File: src/rtl/bird_physics_if.sv
// -----------------------------------------------------------------------------
// bird_physics_if
// Bundles the game-side signals of the bird motion engine.
//   game_rst   : restart request for a new game (driven by game control)
//   mouse_left : raw left mouse button level
//   BIRD_Y     : bird top edge in pixels (to draw and collision logic)
//   bird_vel   : signed vertical velocity, px/tick, negative = upward
//   flying     : bird is in flight
//   grounded   : bird has landed on the floor (game over)
//   hit_floor  : single-cycle pulse when the bird lands
// master drives the inputs and observes the outputs; slave is the engine.
// -----------------------------------------------------------------------------
interface bird_physics_if;
   logic              game_rst;
   logic              mouse_left;
   logic [10:0]       BIRD_Y;
   logic signed [7:0] bird_vel;
   logic              flying;
   logic              grounded;
   logic              hit_floor;

   modport master (
      output game_rst, mouse_left,
      input  BIRD_Y, bird_vel, flying, grounded, hit_floor
   );

   modport slave (
      input  game_rst, mouse_left,
      output BIRD_Y, bird_vel, flying, grounded, hit_floor
   );
endinterface

File: src/rtl/bird_physics.sv
// -----------------------------------------------------------------------------
// bird_physics
// Gravity/impulse motion engine for the bird's vertical position. A click on
// the left mouse button loads an upward velocity; every physics tick gravity
// pulls the velocity down towards a terminal fall speed and the position is
// advanced. The bird is clamped at the ceiling and stops dead on the floor.
//
// Ports:
//   clk  : system clock
//   rst  : synchronous active-high reset
//   bus  : bird_physics_if.slave (game_rst, mouse_left in;
//          BIRD_Y, bird_vel, flying, grounded, hit_floor out)
// -----------------------------------------------------------------------------
module bird_physics #(
   parameter int SCREEN_HEIGHT = 768,
   parameter int BIRD_HEIGHT   = 100,
   parameter int START_Y       = 300,
   parameter int TICK_DIV      = 1_000_000,
   parameter int GRAVITY       = 1,
   parameter int JUMP_VEL      = 6,
   parameter int MAX_FALL      = 8
) (
   input  logic          clk,
   input  logic          rst,
   bird_physics_if.slave bus
);

   localparam int CNT_W = (TICK_DIV > 2) ? $clog2(TICK_DIV) : 1;

   localparam logic [CNT_W-1:0]   CNT_LAST  = CNT_W'(TICK_DIV - 1);
   localparam logic [10:0]        Y_START   = 11'(START_Y);
   localparam logic [10:0]        Y_FLOOR   = 11'(SCREEN_HEIGHT - BIRD_HEIGHT);
   localparam logic signed [12:0] Y_FLOOR13 = 13'(SCREEN_HEIGHT - BIRD_HEIGHT);
   localparam logic signed [7:0]  VEL_JUMP  = 8'(-JUMP_VEL);
   localparam logic signed [8:0]  GRAV9     = 9'(GRAVITY);
   localparam logic signed [8:0]  MAXF9     = 9'(MAX_FALL);

   typedef enum logic [1:0] {
      S_IDLE = 2'd0,
      S_FLY  = 2'd1,
      S_DEAD = 2'd2
   } state_t;

   state_t            r_state, w_state_nxt;
   logic              r_mouse_d;
   logic              r_click;
   logic [CNT_W-1:0]  r_cnt, w_cnt_nxt;
   logic [10:0]       r_y, w_y_nxt;
   logic signed [7:0] r_vel, w_vel_nxt;
   logic              r_hit, w_hit_nxt;

   logic              w_reset;
   logic              w_tick;
   logic signed [12:0] w_y_next;

   // Gravity step with saturation at the terminal fall speed.
   function automatic logic signed [7:0] sat_fall(input logic signed [7:0] v);
      logic signed [8:0] s;
      s = $signed({v[7], v}) + GRAV9;
      if (s > MAXF9) begin
         sat_fall = MAXF9[7:0];
      end else begin
         sat_fall = s[7:0];
      end
   endfunction

   assign w_reset  = rst | bus.game_rst;
   assign w_tick   = (r_cnt == CNT_LAST);
   // Candidate position widened to 13 bits signed so both ceiling underflow
   // and floor overshoot are visible before clamping.
   assign w_y_next = $signed({2'b00, r_y}) + $signed({{5{r_vel[7]}}, r_vel});

   always_comb begin
      w_state_nxt = r_state;
      w_cnt_nxt   = r_cnt;
      w_y_nxt     = r_y;
      w_vel_nxt   = r_vel;
      w_hit_nxt   = 1'b0;
      case (r_state)
         S_IDLE: begin
            w_y_nxt   = Y_START;
            w_vel_nxt = '0;
            w_cnt_nxt = '0;
            if (r_click) begin
               w_state_nxt = S_FLY;
               w_vel_nxt   = VEL_JUMP;
            end
         end
         S_FLY: begin
            w_cnt_nxt = w_tick ? '0 : r_cnt + CNT_W'(1);
            if (w_tick) begin
               // Position always moves with the pre-click velocity; a
               // coincident click only replaces the new velocity, and a
               // floor landing overrides the click.
               if (w_y_next[12]) begin
                  w_y_nxt   = '0;
                  w_vel_nxt = r_click ? VEL_JUMP : 8'sd0;
               end else if (w_y_next >= Y_FLOOR13) begin
                  w_y_nxt     = Y_FLOOR;
                  w_vel_nxt   = '0;
                  w_state_nxt = S_DEAD;
                  w_hit_nxt   = 1'b1;
               end else begin
                  w_y_nxt   = w_y_next[10:0];
                  w_vel_nxt = r_click ? VEL_JUMP : sat_fall(r_vel);
               end
            end else if (r_click) begin
               w_vel_nxt = VEL_JUMP;
            end
         end
         S_DEAD: begin
            w_state_nxt = S_DEAD;
         end
         default: begin
            w_state_nxt = S_IDLE;
         end
      endcase
   end

   always_ff @(posedge clk) begin
      if (w_reset) begin
         r_state   <= S_IDLE;
         r_mouse_d <= 1'b0;
         r_click   <= 1'b0;
         r_cnt     <= '0;
         r_y       <= Y_START;
         r_vel     <= '0;
         r_hit     <= 1'b0;
      end else begin
         r_mouse_d <= bus.mouse_left;
         // Registered rising edge: a held button yields one click.
         r_click   <= bus.mouse_left & ~r_mouse_d;
         r_state   <= w_state_nxt;
         r_cnt     <= w_cnt_nxt;
         r_y       <= w_y_nxt;
         r_vel     <= w_vel_nxt;
         r_hit     <= w_hit_nxt;
      end
   end

   assign bus.BIRD_Y    = r_y;
   assign bus.bird_vel  = r_vel;
   assign bus.flying    = (r_state == S_FLY);
   assign bus.grounded  = (r_state == S_DEAD);
   assign bus.hit_floor = r_hit;

endmodule

File: src/flat_wrapper.sv
// flat-port wrapper written by rule: the top's interface ports become plain ports
module bird_physics_flat 
#(
   parameter int SCREEN_HEIGHT = 768,
   parameter int BIRD_HEIGHT   = 100,
   parameter int START_Y       = 300,
   parameter int TICK_DIV      = 1_000_000,
   parameter int GRAVITY       = 1,
   parameter int JUMP_VEL      = 6,
   parameter int MAX_FALL      = 8
)
  (clk, rst, bus_game_rst, bus_mouse_left, bus_BIRD_Y, bus_bird_vel, bus_flying, bus_grounded, bus_hit_floor);
  bird_physics_if bus_i ();
  input  logic clk;
  input  logic rst;
  input wire logic [$bits(bus_i.game_rst)-1:0] bus_game_rst;
  input wire logic [$bits(bus_i.mouse_left)-1:0] bus_mouse_left;
  output wire logic [$bits(bus_i.BIRD_Y)-1:0] bus_BIRD_Y;
  output wire logic [$bits(bus_i.bird_vel)-1:0] bus_bird_vel;
  output wire logic [$bits(bus_i.flying)-1:0] bus_flying;
  output wire logic [$bits(bus_i.grounded)-1:0] bus_grounded;
  output wire logic [$bits(bus_i.hit_floor)-1:0] bus_hit_floor;
  assign bus_i.game_rst = bus_game_rst;
  assign bus_i.mouse_left = bus_mouse_left;
  assign bus_BIRD_Y = bus_i.BIRD_Y;
  assign bus_bird_vel = bus_i.bird_vel;
  assign bus_flying = bus_i.flying;
  assign bus_grounded = bus_i.grounded;
  assign bus_hit_floor = bus_i.hit_floor;
  bird_physics #(.SCREEN_HEIGHT(SCREEN_HEIGHT), .BIRD_HEIGHT(BIRD_HEIGHT), .START_Y(START_Y), .TICK_DIV(TICK_DIV), .GRAVITY(GRAVITY), .JUMP_VEL(JUMP_VEL), .MAX_FALL(MAX_FALL)) u_core (.clk(clk), .rst(rst), .bus(bus_i));
endmodule
File: config.mk
export PLATFORM = sky130hd
export DESIGN_NAME = bird_physics_flat
export DESIGN_NICKNAME = d
export VERILOG_FILES = /design/src/rtl/bird_physics_if.sv /design/src/rtl/bird_physics.sv /design/src/flat_wrapper.sv
export SDC_FILE = /design/constraint.sdc
export NUM_CORES = 1
export LEC_CHECK = 0
export ABC_AREA = 1
export CAP_MARGIN = 20
export CELL_PAD_IN_SITES_DETAIL_PLACEMENT = 0
export CELL_PAD_IN_SITES_GLOBAL_PLACEMENT = 1
export CORE_ASPECT_RATIO = 1.75
export CORE_UTILIZATION = 43
export CTS_BUF_LIST = sky130_fd_sc_hd__clkbuf_4 sky130_fd_sc_hd__clkbuf_8
export DETAILED_ROUTE_END_ITERATION = 12
export GPL_ROUTABILITY_DRIVEN = 0
export PLACE_DENSITY_LB_ADDON = 0.1
export SLEW_MARGIN = 5
export SYNTH_ARGS = -nofsm -noshare
export SYNTH_HDL_FRONTEND = slang
export SYNTH_SLANG_ARGS = --single-unit
export TNS_END_PERCENT = 5
File: constraint.sdc
create_clock -name clk -period 2.6 [get_ports clk]
set_input_delay 0.39 -clock clk [delete_from_list [all_inputs] [get_ports clk]]
set_output_delay 0.39 -clock clk [all_outputs]
set_load 0.02 [all_outputs]
==> results_dict.tcl <==
set metrics [dict create \
    outcome "finished clean" \
    cp_num_buf_inv 3 \
    pin_count 26 \
    pwr-share-seq_pct 46.7 \
    fmaxAchievable_mhz 421 \
    fin_crit_sh_pct 91.3 \
    clockRootBuffer "clkbuf_8" \
    ant_nets 0 \
    synth_xor_area_share_pct 0.752 \
    syn_inst 513 \
    drc_errors 0 \
    grt_pass1_wl_um 15600 \
    cts_inserted_buffers 5 \
    internal-power_mw 1.00 \
    p_leak_nw 1.62 \
    cp.required_ns 2.80 \
    worst_hold_path_type "register to register" \
    grt_util_all_layers_pct 26.4 \
    avgSynthCellArea_sq_um 6.48 \
    fin_skew_ns 0.00376 \
    power_mw 1.49 \
    grt_pass1_vias 3348 \
    synth.area.top_cells "dfxtp_1 (26%), nand2_1 (15%), inv_1 (7.4%)" \
    yosysTopAreaCell "dfxtp_1" \
    slew_headroom_pct 63.6 \
    max_stage_delay_ns 0.36 \
    viasPerCell 5.50 \
    cp-end-kind "register" \
    ys_seq_elements 44 \
    cp_common_cell "nand2_1" \
    synthAdderAreaFrac_pct 7.00 \
    async_flop_share_pct 0 \
    cp.arrival_ns 2.58 \
    diodes 0 \
    syn_area_sq_mm 0.00333 \
    fp-row-count 42 \
    drt_iter0_drc 136 \
    grt_start_max_net_pins 24 \
    final_nets 575 \
    fin_setup_tns_ns 0 \
    power_switching_mw 0.491 \
    synth_top_family_by_area "simple AND/OR/NAND/NOR gates" \
    wire_per_inst_um 15.8 \
    ctsHtreeMaxLevel 2 \
    p_comb_share_pct 24.3 \
    clkPwrFrac_pct 29.0 \
    area_growth_pct 16.0 \
    die_y_um 118 \
    dpl_cell_area_sq_mm 0.00374 \
    muxShareOfSynthArea_pct 0 \
    synth_compound_area_share_pct 15.7 \
    synth_most_common_cell "nand2_1" \
    hold_buffers 0 \
    tightest_slew_ns 0.546 \
    path_clk_slew_ns 0.08 \
    vias 3528 \
    initial_utilization_pct 44.3 \
    cts_tree "built" \
    start_kind "register" \
    power_density_mw_per_mm2 387 \
    synth_cell_types 39 \
    ys_top_cells_by_count "nand2_1 (137), inv_1 (66), dfxtp_1 (44)" \
    core_sq_mm 0.00751 \
    drv_cap 0 \
    cpMaxStageDelayCell "dfxtp_1" \
    antenna_found_initial 0 \
    syn-num-nets 535 \
    clkSinkCount 44 \
    numPortBuffers 25 \
    irDropWorstVdd_mv 0.381 \
    clock_latency_ns 0.30 \
    rsz0062_at_grt "no" \
    synth_flop_cell "dfxtp_1" \
    synth_top_cell_area_share_pct 26.5 \
    critical_path_class "register to register" \
    yosys_warnings 0 \
    die_w_um 68.5 \
    synth-simple-area-share_pct 40.1 \
    finalWirelength_um 10100 \
    hold_violations 0 \
    setup_viol 0 \
    cp_max_fo 8 \
    fin_crit_ns 2.37 \
    yosysSeqAreaShare_pct 26.5 \
    maxSlewViolCount 0 \
    crit_family "simple AND/OR/NAND/NOR gates" \
    cts_buffer_depth 2 \
    postLayoutCellArea_sq_mm 0.00386 \
    place_hpwl_um 8170 \
    die_area_sq_mm 0.00810 \
    n_fill_cell 821 \
    switching_share_pct 32.8 \
    grt_overflow 0 \
    drive_gt1_share_pct 14.1 \
    synth_edf_count 0 \
    drt_first_pass_iters 4 \
    cp_cell_sequence "ha_2, inv_1, fa_2, inv_2, nand3_1, nand2_1, nand2_1, nand2_2, nand3_1, nand2_1, nand2_1, nand2_4, buf_4, nand2_4, nand2_4, nand3_1, nand2_1, nor2_1" \
    finish.utilization_pct 51.3 \
]
placed cells by master (no fill, tap or decap), drive strengths merged, types with 2 or more instances in the layout:
cell type,Yosys,final
a21oi,45,45
a221oi,5,5
buf,6,18
clkbuf,4,6
clkdlybuf4s50,0,25
clkinv,1,2
dfxtp,44,44
ha,17,17
inv,71,71
nand2,154,154
nand3,42,42
nand3b,2,2
nand4,22,22
nor2,41,41
nor3,8,8
nor4,4,4
o211ai,3,3
o21ai,35,35
o21bai,3,3
registers in the layout, indices dropped and copies added, names as in the netlist:
| register | count |
|---|---|
| u_core.r_cnt | 20 |
| u_core.r_mouse_d | 1 |
| u_core.bus.BIRD_Y | 11 |
| u_core.bus.bird_vel | 8 |
| u_core.r_click | 1 |
| u_core.bus.hit_floor | 1 |
| u_core.r_state | 2 |
power groups by stage:
stage          Clock (mW)  Sequential (mW)  Combinational (mW)
2_1_floorplan           0            0.723               0.234
6_report            0.434            0.698               0.362
3_5_place_dp            0            0.713               0.358
5_1_grt             0.468            0.699               0.400
3_3_place_gp            0            0.713               0.357
4_1_cts             0.444            0.697               0.359
layout make-up:
type | instances | area [sq um] | share of cell area, %
clock buffer | 6 | 76.3 | 1.98
clock inverter | 1 | 5.00 | 0.130
inverter | 72 | 270 | 7.01
multi-input combinational | 387 | 2130 | 55.2
sequential | 44 | 882 | 22.9
tap | 88 | 110 | 2.85
timing repair buffer | 43 | 385 | 9.99
kinds of logic after synthesis:
group / Yosys count
simple gates: 274
buf+inv: 82
xor+xnor: 2
compound gates: 93
fa+ha+maj: 18
flops: 44
final timing paths:
path	startpoint	endpoint	slack [ns]	depth (start not counted)
setup / recovery	u_core.bus.BIRD_Y[0]	u_core.r_state[1]	0.23	18
setup reg to reg	u_core.bus.BIRD_Y[0]	u_core.r_state[1]	0.23	18
hold reg to reg	u_core.r_mouse_d	u_core.r_click	0.39	1
hold / removal	u_core.r_mouse_d	u_core.r_click	0.39	1
metal layers:
metal  part of all wire [%]  wire (um)  track usage [%]  vias up
met3                    2.1        211             3.67       29
li1                       -          -                -     1783
met1                     35       3530             22.9     1647
met2                     58       5840             52.0       69
met5                      0          0                0        -
met4                    5.4        542             14.7        0
stage by stage:
step                std cells  setup slack (ns)  hold slack [ns]
floorplan                 513             0.165            0.373
global placement          631             0.164            0.383
finish                    641             0.225            0.393
global route              641            0.0253            0.418
CTS                       638            0.0756            0.393
detailed placement        631             0.103            0.382
repair_timing:
action                                  4_1_cts  5_1_grt
gates resized for setup                       0        7
setup buffers                                 0        3
endpoints found under the setup margin        0       20
Power figures use the tool's default switching activity.
